`src/rtl/fetch_queue_if.sv`:
```
// Bundles the fetch queue's instruction-memory, redirect and decoder-side signals.
// master = fetch_queue, slave = memory/decoder environment.
interface fetch_queue_if #(
    parameter int DEPTH = 4
);
    localparam int CW = $clog2(DEPTH) + 1;

    logic          imem_req;
    logic [31:0]   imem_addr;
    logic          imem_ack;
    logic [31:0]   imem_rdata;
    logic          redirect;
    logic [31:0]   redirect_pc;
    logic          out_valid;
    logic [31:0]   out_instr;
    logic [31:0]   out_pc;
    logic          out_ready;
    logic [CW-1:0] count;

    modport master (
        output imem_req, imem_addr, out_valid, out_instr, out_pc, count,
        input  imem_ack, imem_rdata, redirect, redirect_pc, out_ready
    );

    modport slave (
        input  imem_req, imem_addr, out_valid, out_instr, out_pc, count,
        output imem_ack, imem_rdata, redirect, redirect_pc, out_ready
    );
endinterface

```
`src/rtl/fetch_queue.sv`:
```
// Instruction fetch queue: one-outstanding-request fetch FSM feeding a {pc, instr} FIFO,
// flushed and refetched on redirect.
//
// state    | meaning
// ST_IDLE  | no request outstanding (queue full, or just out of reset)
// ST_WAIT  | request outstanding, response will be pushed
// ST_DRAIN | request outstanding for a redirected-away address, response discarded
module fetch_queue #(
    parameter int          DEPTH    = 4,
    parameter logic [31:0] RESET_PC = 32'h0000_0000
) (
    input logic           clk,
    input logic           reset,
    fetch_queue_if.master bus
);
    localparam int            PW         = $clog2(DEPTH);
    localparam int            CW         = PW + 1;
    localparam logic [CW-1:0] FULL       = CW'(DEPTH);
    localparam logic [31:0]   PC_MASK    = 32'hFFFF_FFFC;
    localparam logic [31:0]   RESET_PC_A = RESET_PC & PC_MASK;

    typedef enum logic [1:0] {ST_IDLE, ST_WAIT, ST_DRAIN} state_t;

    state_t        state;
    logic          req;
    logic [31:0]   req_addr;
    logic [31:0]   fetch_pc;
    logic [CW-1:0] count_q;
    logic [CW-1:0] count_nxt;
    logic [PW-1:0] wr_ptr;
    logic [PW-1:0] rd_ptr;
    logic [31:0]   pc_mem    [DEPTH];
    logic [31:0]   instr_mem [DEPTH];
    logic          push;
    logic          pop;
    logic          flush;
    logic [31:0]   redir_pc;
    logic          head_valid;

    always_comb begin
        flush      = bus.redirect;
        redir_pc   = bus.redirect_pc & PC_MASK;
        head_valid = (count_q != '0);
        push       = (state == ST_WAIT) && bus.imem_ack && !flush;
        pop        = head_valid && bus.out_ready;
        count_nxt  = flush ? '0
                           : count_q + {{PW{1'b0}}, push} - {{PW{1'b0}}, pop};
    end

    always_ff @(posedge clk or negedge reset) begin
        if (!reset) begin
            state    <= ST_IDLE;
            req      <= 1'b0;
            req_addr <= RESET_PC_A;
            fetch_pc <= RESET_PC_A;
            count_q  <= '0;
            wr_ptr   <= '0;
            rd_ptr   <= '0;
        end else begin
            count_q <= count_nxt;
            if (flush) begin
                wr_ptr <= '0;
                rd_ptr <= '0;
            end else begin
                if (push) wr_ptr <= wr_ptr + PW'(1);
                if (pop)  rd_ptr <= rd_ptr + PW'(1);
            end

            case (state)
                ST_IDLE: begin
                    if (flush) begin
                        state    <= ST_WAIT;
                        req      <= 1'b1;
                        req_addr <= redir_pc;
                        fetch_pc <= redir_pc;
                    end else if (count_nxt < FULL) begin
                        state    <= ST_WAIT;
                        req      <= 1'b1;
                        req_addr <= fetch_pc;
                    end
                end
                ST_WAIT: begin
                    if (bus.imem_ack && flush) begin
                        req_addr <= redir_pc;
                        fetch_pc <= redir_pc;
                    end else if (bus.imem_ack) begin
                        fetch_pc <= fetch_pc + 32'd4;
                        req_addr <= fetch_pc + 32'd4;
                        if (count_nxt >= FULL) begin
                            state <= ST_IDLE;
                            req   <= 1'b0;
                        end
                    end else if (flush) begin
                        // old address stays on the bus until its response comes back
                        state    <= ST_DRAIN;
                        fetch_pc <= redir_pc;
                    end
                end
                ST_DRAIN: begin
                    if (bus.imem_ack) begin
                        state    <= ST_WAIT;
                        req_addr <= flush ? redir_pc : fetch_pc;
                        if (flush) fetch_pc <= redir_pc;
                    end else if (flush) begin
                        fetch_pc <= redir_pc;
                    end
                end
                default: begin
                    state <= ST_IDLE;
                    req   <= 1'b0;
                end
            endcase
        end
    end

    // Storage needs no reset: the head is masked whenever the queue is empty.
    always_ff @(posedge clk) begin
        if (push) begin
            pc_mem[wr_ptr]    <= fetch_pc;
            instr_mem[wr_ptr] <= bus.imem_rdata;
        end
    end

    assign bus.imem_req  = req;
    assign bus.imem_addr = req_addr;
    assign bus.count     = count_q;
    assign bus.out_valid = head_valid;
    assign bus.out_pc    = head_valid ? pc_mem[rd_ptr]    : 32'h0;
    assign bus.out_instr = head_valid ? instr_mem[rd_ptr] : 32'h0;
endmodule

```
`src/flat_wrapper.sv`:
```
// flat-port wrapper written by rule: the top's interface ports become plain ports
module fetch_queue_flat 
#(
    parameter int          DEPTH    = 4,
    parameter logic [31:0] RESET_PC = 32'h0000_0000
)
  (clk, reset, bus_imem_req, bus_imem_addr, bus_out_valid, bus_out_instr, bus_out_pc, bus_count, bus_imem_ack, bus_imem_rdata, bus_redirect, bus_redirect_pc, bus_out_ready);
  fetch_queue_if #(.DEPTH(DEPTH)) bus_i ();
  input logic clk;
  input logic reset;
  output wire logic [$bits(bus_i.imem_req)-1:0] bus_imem_req;
  output wire logic [$bits(bus_i.imem_addr)-1:0] bus_imem_addr;
  output wire logic [$bits(bus_i.out_valid)-1:0] bus_out_valid;
  output wire logic [$bits(bus_i.out_instr)-1:0] bus_out_instr;
  output wire logic [$bits(bus_i.out_pc)-1:0] bus_out_pc;
  output wire logic [$bits(bus_i.count)-1:0] bus_count;
  input wire logic [$bits(bus_i.imem_ack)-1:0] bus_imem_ack;
  input wire logic [$bits(bus_i.imem_rdata)-1:0] bus_imem_rdata;
  input wire logic [$bits(bus_i.redirect)-1:0] bus_redirect;
  input wire logic [$bits(bus_i.redirect_pc)-1:0] bus_redirect_pc;
  input wire logic [$bits(bus_i.out_ready)-1:0] bus_out_ready;
  assign bus_imem_req = bus_i.imem_req;
  assign bus_imem_addr = bus_i.imem_addr;
  assign bus_out_valid = bus_i.out_valid;
  assign bus_out_instr = bus_i.out_instr;
  assign bus_out_pc = bus_i.out_pc;
  assign bus_count = bus_i.count;
  assign bus_i.imem_ack = bus_imem_ack;
  assign bus_i.imem_rdata = bus_imem_rdata;
  assign bus_i.redirect = bus_redirect;
  assign bus_i.redirect_pc = bus_redirect_pc;
  assign bus_i.out_ready = bus_out_ready;
  fetch_queue #(.DEPTH(DEPTH), .RESET_PC(RESET_PC)) u_core (.clk(clk), .reset(reset), .bus(bus_i));
endmodule
```
`config.mk`:
```
export PLATFORM = sky130hd
export DESIGN_NAME = fetch_queue_flat
export DESIGN_NICKNAME = d
export VERILOG_FILES = /design/src/rtl/fetch_queue_if.sv /design/src/rtl/fetch_queue.sv /design/src/flat_wrapper.sv
export SDC_FILE = /design/constraint.sdc
export NUM_CORES = 1
export LEC_CHECK = 0
export BUFFER_PORTS_ARGS = -buffer_cell sky130_fd_sc_hd__buf_4
export CORE_AREA = 2 2 184 186
export DETAILED_ROUTE_END_ITERATION = 8
export DIE_AREA = 0 0 186 188
export PLACE_DENSITY = 0.7
export SETUP_SLACK_MARGIN = 0.15
export SYNTH_ARGS = -nofsm -noshare
export SYNTH_HDL_FRONTEND = slang
export SYNTH_SLANG_ARGS = --single-unit
```
`constraint.sdc`:
```
create_clock -name clk -period 3.6 [get_ports clk]
set_clock_uncertainty 0.15 [all_clocks]
set_input_delay 0.18 -clock clk [delete_from_list [all_inputs] [get_ports clk]]
set_output_delay 0.18 -clock clk [all_outputs]
set_load 0.005 [all_outputs]
```
==> parameters.txt, run 1 <==
Parameter                              Value

Timing
  Number of pins with negative max-slew slack in the final report ... 0
  Peak clock frequency supported by timing ... ~0.31 GHz
  Final hold viol count ... 0
  Final Critical Period ... 3.25 ns
  Setup violations, final ... 0
  Worst-Margin Slew ... around 1.0 ns
  Setup total negative slack ... 0 ns
  Period Utilization, post-route ... 0.904
  Worst slew margin ... 0.301
  Setup repair after global routing missed its margin ... no

Clock tree
  CTS tree ... yes
  Later-pin clock latency in the skew report ... around 0.5 ns
  Worst-case clock buffer depth ... 3
  Sink count of the clock tree ... 330
  Clock root buffer ... sky130_fd_sc_hd__clkbuf_16
  Number of buffers added by the clock tree synthesis step ... 36
  Level count of the clock H-tree ... 2
  CTS clk-pin slew, worst paths ... ~0.06 ns

Route
  Remaining DRCs ... 0
  Routed vias ... between 9000 and 10000
  Detailed-routing iteration count for the pre-antenna-repair pass ... 5
  Antenna-violating nets left ... 0
  Drt via density ... about 5.7
  Number of violations reported at the end of detailed-routing iteration 0 ... between 800 and 900
  Per-cell routed wire length ... 21.3 µm
  Final routed wirelength across all metal layers ... between 30000 and 40000 µm

Setup path
  Setup crit end kind ... register
  Sort of element at the start of the critical path ... register
  Max Fanout on Critical Path ... 7
  Worst reg2reg setup slack ... 0.35 ns
  Classification of the worst setup path ... reg2reg
  Arrival time at the worst endpoint ... 3.49 ns
  WP data required ... between 3 and 4 ns

Synth
  Count of flip-flops with a built-in enable after synthesis ... ~260
  Fraction of registers with async set or reset after synthesis ... 0.224
  Most used flip-flop cell after synthesis ... sky130_fd_sc_hd__edfxtp_1
  Avg Synthesized Cell Area ... 14.7 µm²
  Synth warnings ... 0
  Total of flip-flops plus latches after synthesis ... 330
  Sequential share of the synthesized area ... 0.652
  Post-Synthesis Net Count ... 1074
  Mapped Cells ... about 1000
  Netlist Area Pre-Place ... approximately 15000 µm²
  Post-synthesis cell type count ... 71

Floorplan
  Full die area ... approximately 35000 µm²
  Total number of placement rows ... 67
  Die Span Y ... between 150 and 200 µm
  Die width ... between 150 and 200 µm
  # IOs ... 170
  Area inside the core boundary ... between 30000 and 40000 µm²
  Effective utilization at floorplan ... 0.442

Place
  HPWL after DPL ... between 20000 and 25000 µm
  Placement Cell Area ... between 15000 and 20000 µm²
  DP Cell Count ... about 1600
  Count of buffers inserted at the top-level ports ... 167
  Final weighted congestion in routability-driven placement ... slightly above 0.8

Global routing
  All-layer global routing usage ... 0.207
  Number of global-route vias before repair ... around 9600
  Antenna violations before repair ... 0
  First-pass GRT wire length ... roughly 55000 µm
  Pin count of the biggest net entering global routing ... between 70 and 80
  Overall overflow remaining after global route ... 0

Power and ir drop
  Power density over the cells ... 757 nW/µm²
  Max rail drop VDD ... between 0.0003 and 0.0004 V
  Leakage component of the power ... approximately 6.7 nW

Outcome
  Outcome ... finished clean

Cells and area
  Post-route cell area ... between 15000 and 20000 µm²
  Area added between synthesis and finish ... 25.7%
  Most common cell after layout, fill and taps aside ... sky130_fd_sc_hd__edfxtp_1
  Commonest cells after routing, fill and taps aside ... 256 x sky130_fd_sc_hd__edfxtp_1, 191 x sky130_fd_sc_hd__buf_4, 72 x sky130_fd_sc_hd__dfrtp_1
  Antenna fix cells ... 0
  Number of nets in the layout ... about 1300
  Fraction of final layout cells sized beyond drive strength 1 ... 0.277
  Fin cells ... between 1500 and 2000

Job
  Max-cap violation count ... 0

Worst hold path
  Class of the most critical hold timing path ... in2reg
## registers in the layout (all words and copies together) (netlist names)
signal	cells
u_core.state	2
u_core.pc_mem	128
u_core.bus.imem_addr	32
u_core.instr_mem	128
u_core.rd_ptr	2
u_core.bus.imem_req	1
u_core.wr_ptr	2
u_core.bus.count	3
u_core.fetch_pc	32
## worst max-delay path, cell delays in order (launching register included)
cell	delay, ns
sky130_fd_sc_hd__dfrtp_1	0.42
sky130_fd_sc_hd__or3_4	0.39
sky130_fd_sc_hd__and2_4	0.18
sky130_fd_sc_hd__ha_1	0.26
sky130_fd_sc_hd__inv_1	0.06
sky130_fd_sc_hd__ha_1	0.14
sky130_fd_sc_hd__inv_1	0.05
sky130_fd_sc_hd__fa_2	0.33
sky130_fd_sc_hd__xnor3_1	0.25
sky130_fd_sc_hd__nand2_2	0.07
sky130_fd_sc_hd__o211ai_1	0.18
sky130_fd_sc_hd__clkbuf_16	0.23
sky130_fd_sc_hd__buf_6	0.15
sky130_fd_sc_hd__mux2i_1	0.19
sky130_fd_sc_hd__nand3_1	0.09
## cells in the mapped netlist (11+ instances only)
cell type / count / share of area
sky130_fd_sc_hd__inv_1: 12 / 0.0031
sky130_fd_sc_hd__mux4_2: 64 / 0.099
sky130_fd_sc_hd__o21ai_0: 48 / 0.016
sky130_fd_sc_hd__xnor2_1: 17 / 0.010
sky130_fd_sc_hd__nand4_1: 11 / 0.0047
sky130_fd_sc_hd__a21oi_1: 30 / 0.010
sky130_fd_sc_hd__nor2_1: 44 / 0.011
sky130_fd_sc_hd__clkbuf_1: 46 / 0.012
sky130_fd_sc_hd__and3_1: 12 / 0.0051
sky130_fd_sc_hd__nand2_1: 64 / 0.016
sky130_fd_sc_hd__and2_1: 67 / 0.029
sky130_fd_sc_hd__edfxtp_1: 256 / 0.53
sky130_fd_sc_hd__nand2b_1: 21 / 0.0090
sky130_fd_sc_hd__o22ai_1: 32 / 0.014
sky130_fd_sc_hd__nor3_1: 14 / 0.0048
sky130_fd_sc_hd__a211oi_1: 12 / 0.0062
sky130_fd_sc_hd__dfrtp_1: 74 / 0.13
sky130_fd_sc_hd__nand3_1: 15 / 0.0051
sky130_fd_sc_hd__mux2i_1: 15 / 0.010
## stage by stage
stage           util  setup WS, ns  hold WS (ns)  power [mW]
2_1_floorplan      -         0.253        -0.266        8.04
3_3_place_gp   0.496         0.225         0.232        9.92
3_5_place_dp   0.496         0.103         0.235        10.0
4_1_cts        0.552         0.174        0.0453        13.9
5_1_grt        0.555         0.197        0.0860        14.7
6_report       0.555         0.347        0.0944        13.9
## kinds of logic after synthesis
group                    share of synthesized area
AND/OR/NAND/NOR                              0.105
buffers and inverters                       0.0265
flip-flops                                   0.652
multiplexers                                 0.110
XOR/XNOR                                    0.0159
AO/OA/AOI/OAI                               0.0826
adder cells (fa/ha/maj)                    0.00736
## report_power, final
group          total, mW  switching, mW  leakage (nW)  internal (mW)
Combinational       4.58           2.18          2.88           2.40
Clock               3.72           1.45         0.579           2.27
Sequential          5.63          0.818          3.20           4.81
Total               13.9           4.45          6.66           9.48
## path summary, 6_finish.rpt
| check | start | endpoint | cells after the start |
|---|---|---|---|
| max | u_core.bus.count[2] | u_core.bus.imem_addr[19] | 14 |
| min | bus_redirect_pc[5] | u_core.fetch_pc[5] | 4 |
| max reg2reg | u_core.bus.count[2] | u_core.bus.imem_addr[19] | 14 |
| min reg2reg | u_core.bus.imem_addr[4] | u_core.bus.imem_addr[4] | 2 |
| max in group asynchronous | reset | u_core.rd_ptr[0] | 2 |
| min in group asynchronous | reset | u_core.bus.imem_addr[21] | 2 |
## cell type report
class	count	area, µm²
Fill cell	2706	14700
Sequential cell	330	9540
Multi-Input combinational cell	580	4760
Timing Repair Buffer	266	2280
Clock buffer	47	973
Tap cell	448	561
Clock inverter	18	218
Inverter	14	52.6
## metal layers
layer / vias to the layer above / track usage / part of all wire
met5: - / 0 / 0
met4: 0 / 0.0572 / 0.021
met3: 64 / 0.0381 / 0.069
met2: 386 / 0.342 / 0.49
met1: 4851 / 0.283 / 0.42
li1: 4327 / - / -
## timing repair
action                                  in CTS  in global routing
endpoints found under the setup margin       6                 24
hold endpoints to repair                   259                  0
buffers inserted                             0                  7
pin swaps                                    1                  2
resized for setup                            2                 15
hold buffers                                65                  0
Power figures use the tool's default switching activity.
==> run 2, diff against run 1 <==
Settings changed: CORE_AREA 2 2 184 186 to 2 2 162 164, DIE_AREA 0 0 186 188 to 0 0 164 166, PLACE_DENSITY 0.7 to 0.86.
==> parameters.txt, run 2 (synthesis results as in run 1) <==
Parameter                              Value

Setup path
  WP data required ... 3.83 ns (about the same)
  Library cell contributing the largest single delay on the critical path ... sky130_fd_sc_hd__or3_2
  Classification of the worst setup path ... reg2reg
  Sort of element at the start of the critical path ... register
  Max Fanout on Critical Path ... 7 (unchanged)
  Setup crit end kind ... register
  Reg2reg start ... u_core.bus.count[0]
  Critical path startpoint ... u_core.bus.count[0]
  Stage delay of the slowest cell on the critical path ... 0.49 ns (+0.07 ns)
  Family of cells with the greatest summed delay on the critical path ... adder cells
  List of cells traversed by the critical path ... or3_2 > and2_4 > ha_1 > inv_1 > ha_1 > inv_1 > fa_1 > xnor3_1 > nand2_1 > o211ai_1 > buf_4 > mux2i_1 > a211oi_2
  Arrival time at the worst endpoint ... 3.53 ns (+0.04 ns)
  Count of buffering cells on the critical path with inverters included ... 3 (-1)

Job
  Max-cap violation count ... 0 (unchanged)

Place
  DP Cell Count ... 1455 (-7.1%)
  Count of buffers inserted at the top-level ports ... 167 (unchanged)
  HPWL after DPL ... 22100 µm (-2.1%)
  Final weighted congestion in routability-driven placement ... 0.893 (+8.1%)
  Placement Cell Area ... 16300 µm² (-0.78%)

Global routing
  Met3 track demand over resource in global routing ... 0.0392 (+0.00115)
  Number of global-route vias before repair ... 9714 (+1.0%)
  Met2 Track Usage GR ... 0.439 (+0.0972)
  All-layer global routing usage ... 0.264 (+0.0569)
  Most used routing layer ... met2
  First-pass GRT wire length ... 54900 µm (-0.85%)
  Pin count of the biggest net entering global routing ... 75 (unchanged)
  Routing usage on met1 ... 0.363 (+0.0800)
  Antenna violations before repair ... 1 (+1)
  Overall overflow remaining after global route ... 0 (unchanged)

Route
  Remaining DRCs ... 0 (unchanged)
  Routed vias ... 9847 (+2.3%)
  Drt via density ... 6.20 (+9.7%)
  Antenna-violating nets left ... 0 (unchanged)
  Detailed-routing iteration count for the pre-antenna-repair pass ... 8 (+3)
  Per-cell routed wire length ... 22.6 µm (+6.0%)
  Number of violations reported at the end of detailed-routing iteration 0 ... 1032 (+24%)
  Final routed wirelength across all metal layers ... 35800 µm (-1.2%)

Floorplan
  Die width ... 164 µm (-12%)
  Full die area ... 27200 µm² (-22%)
  Area inside the core boundary ... 25600 µm² (-23%)
  # IOs ... 170 (unchanged)
  Effective utilization at floorplan ... 0.571 (+0.129)
  Total number of placement rows ... 59 (-12%)
  Die Span Y ... 166 µm (-12%)

Clock tree
  Worst-case clock buffer depth ... 3 (unchanged)
  Later-pin clock latency in the skew report ... 0.51 ns (about the same)
  CTS tree ... yes
  Sink count of the clock tree ... 330 (unchanged)
  Clock root buffer ... sky130_fd_sc_hd__clkbuf_16
  Number of buffers added by the clock tree synthesis step ... 35 (-2.8%)
  CTS clk-pin slew, worst paths ... 0.06 ns (about the same)
  Level count of the clock H-tree ... 2 (unchanged)

Timing
  Worst slew margin ... 0.333 (+0.0315)
  Peak clock frequency supported by timing ... 0.303 GHz (-1.4%)
  Number of pins with negative max-slew slack in the final report ... 0 (unchanged)
  Final Critical Period ... 3.30 ns (+0.0470 ns)
  Setup repair after global routing missed its margin ... no
  Final hold viol count ... 0 (unchanged)
  Setup total negative slack ... 0 ns (unchanged)
  Worst-Margin Slew ... 1.00 ns (-0.0473 ns)
  Setup violations, final ... 0 (unchanged)
  Period Utilization, post-route ... 0.917 (+0.0130)

Cells and area
  Fin cells ... 1588 (-6.8%)
  Most common cell after layout, fill and taps aside ... sky130_fd_sc_hd__edfxtp_1
  Sequential standard cell area ... 9540 µm² (unchanged)
  Number of nets in the layout ... 1303 (-0.15%)
  Commonest cells after routing, fill and taps aside ... 256 x sky130_fd_sc_hd__edfxtp_1, 189 x sky130_fd_sc_hd__buf_4, 72 x sky130_fd_sc_hd__dfrtp_1
  Number of fill cells ... 1652 (-39%)
  Area added between synthesis and finish ... 23.8%
  Fraction of the core area covered by cells at the end of the flow ... 0.707 (+0.152)
  Post-route cell area ... 18100 µm² (-1.5%)
  Top flop regs ... u_core.instr_mem: 128 flops, u_core.pc_mem: 128 flops
  Multi-input gate area ... 4720 µm² (-1.0%)
  Fraction of final layout cells sized beyond drive strength 1 ... 0.272 (-0.00493)

Power and ir drop
  Overall power of the completed layout ... 13.5 mW (-2.8%)
  Max rail drop VDD ... 0.000477 V (+38%)
  Power density over the cells ... 747 nW/µm² (-1.3%)
  Leakage component of the power ... 6.62 nW (-0.53%)

Worst hold path
  Class of the most critical hold timing path ... in2async

Outcome
  Outcome ... finished clean
run 2: worst register-to-register path, cell delays in order (launching register included):
cell and delay, ns:
sky130_fd_sc_hd__dfrtp_1 0.40, sky130_fd_sc_hd__or3_2 0.49, sky130_fd_sc_hd__and2_4 0.19, sky130_fd_sc_hd__ha_1 0.27, sky130_fd_sc_hd__inv_1 0.07, sky130_fd_sc_hd__ha_1 0.15
sky130_fd_sc_hd__inv_1 0.05, sky130_fd_sc_hd__fa_1 0.37, sky130_fd_sc_hd__xnor3_1 0.24, sky130_fd_sc_hd__nand2_1 0.08, sky130_fd_sc_hd__o211ai_1 0.14, sky130_fd_sc_hd__buf_4 0.24
sky130_fd_sc_hd__mux2i_1 0.26, sky130_fd_sc_hd__a211oi_2 0.07
run 2: area by class of cell:
class                      instances  area share
timing repair buffer             265       0.125
sequential                       330       0.527
tap                              335      0.0231
antenna                            1    0.000138
multi-input combinational        580       0.260
clock inverter                    17     0.00822
clock buffer                      46      0.0528
inverter                          14     0.00290
run 2: repair_timing:
action,CTS,global route
pin swaps,1,0
setup buffers,0,3
endpoints found under the setup margin,11,16
endpoints found under the hold margin,260,0
gates cloned,0,0
resized for setup,1,3
hold buffers,66,0
run 2: worst paths after layout:
kind	endpoint	slack (ns)	cells after the start
max	u_core.bus.imem_addr[31]	0.30	13
min reg2reg	u_core.bus.imem_addr[3]	0.36	2
max reg2reg	u_core.bus.imem_addr[31]	0.30	13
min	u_core.wr_ptr[1]	0.22	2
max in group asynchronous	u_core.rd_ptr[0]	2.31	2
min in group clk	u_core.instr_mem[2][26]	0.26	2
run 2: power by group:
part | internal, mW | total (mW) | switching, mW
clock | 2.03 | 3.47 | 1.44
combinational | 2.30 | 4.47 | 2.17
sequential | 4.81 | 5.60 | 0.792
total | 9.13 | 13.5 | 4.40
run 2: routing by layer:
| layer | routed length, µm | share of wire |
|---|---|---|
| met1 | 13700 | 0.38 |
| met3 | 3110 | 0.087 |
| met4 | 1030 | 0.029 |
| met2 | 18000 | 0.50 |
| met5 | 0 | 0 |
run 2: per-stage QoR:
stage / hold WS (ns) / setup WS, ns
after floorplan: -0.266 / 0.253
after global placement: 0.230 / 0.219
after detailed placement: 0.233 / 0.111
after CTS: 0.246 / 0.254
after global routing: 0.256 / 0.157
final: 0.224 / 0.300
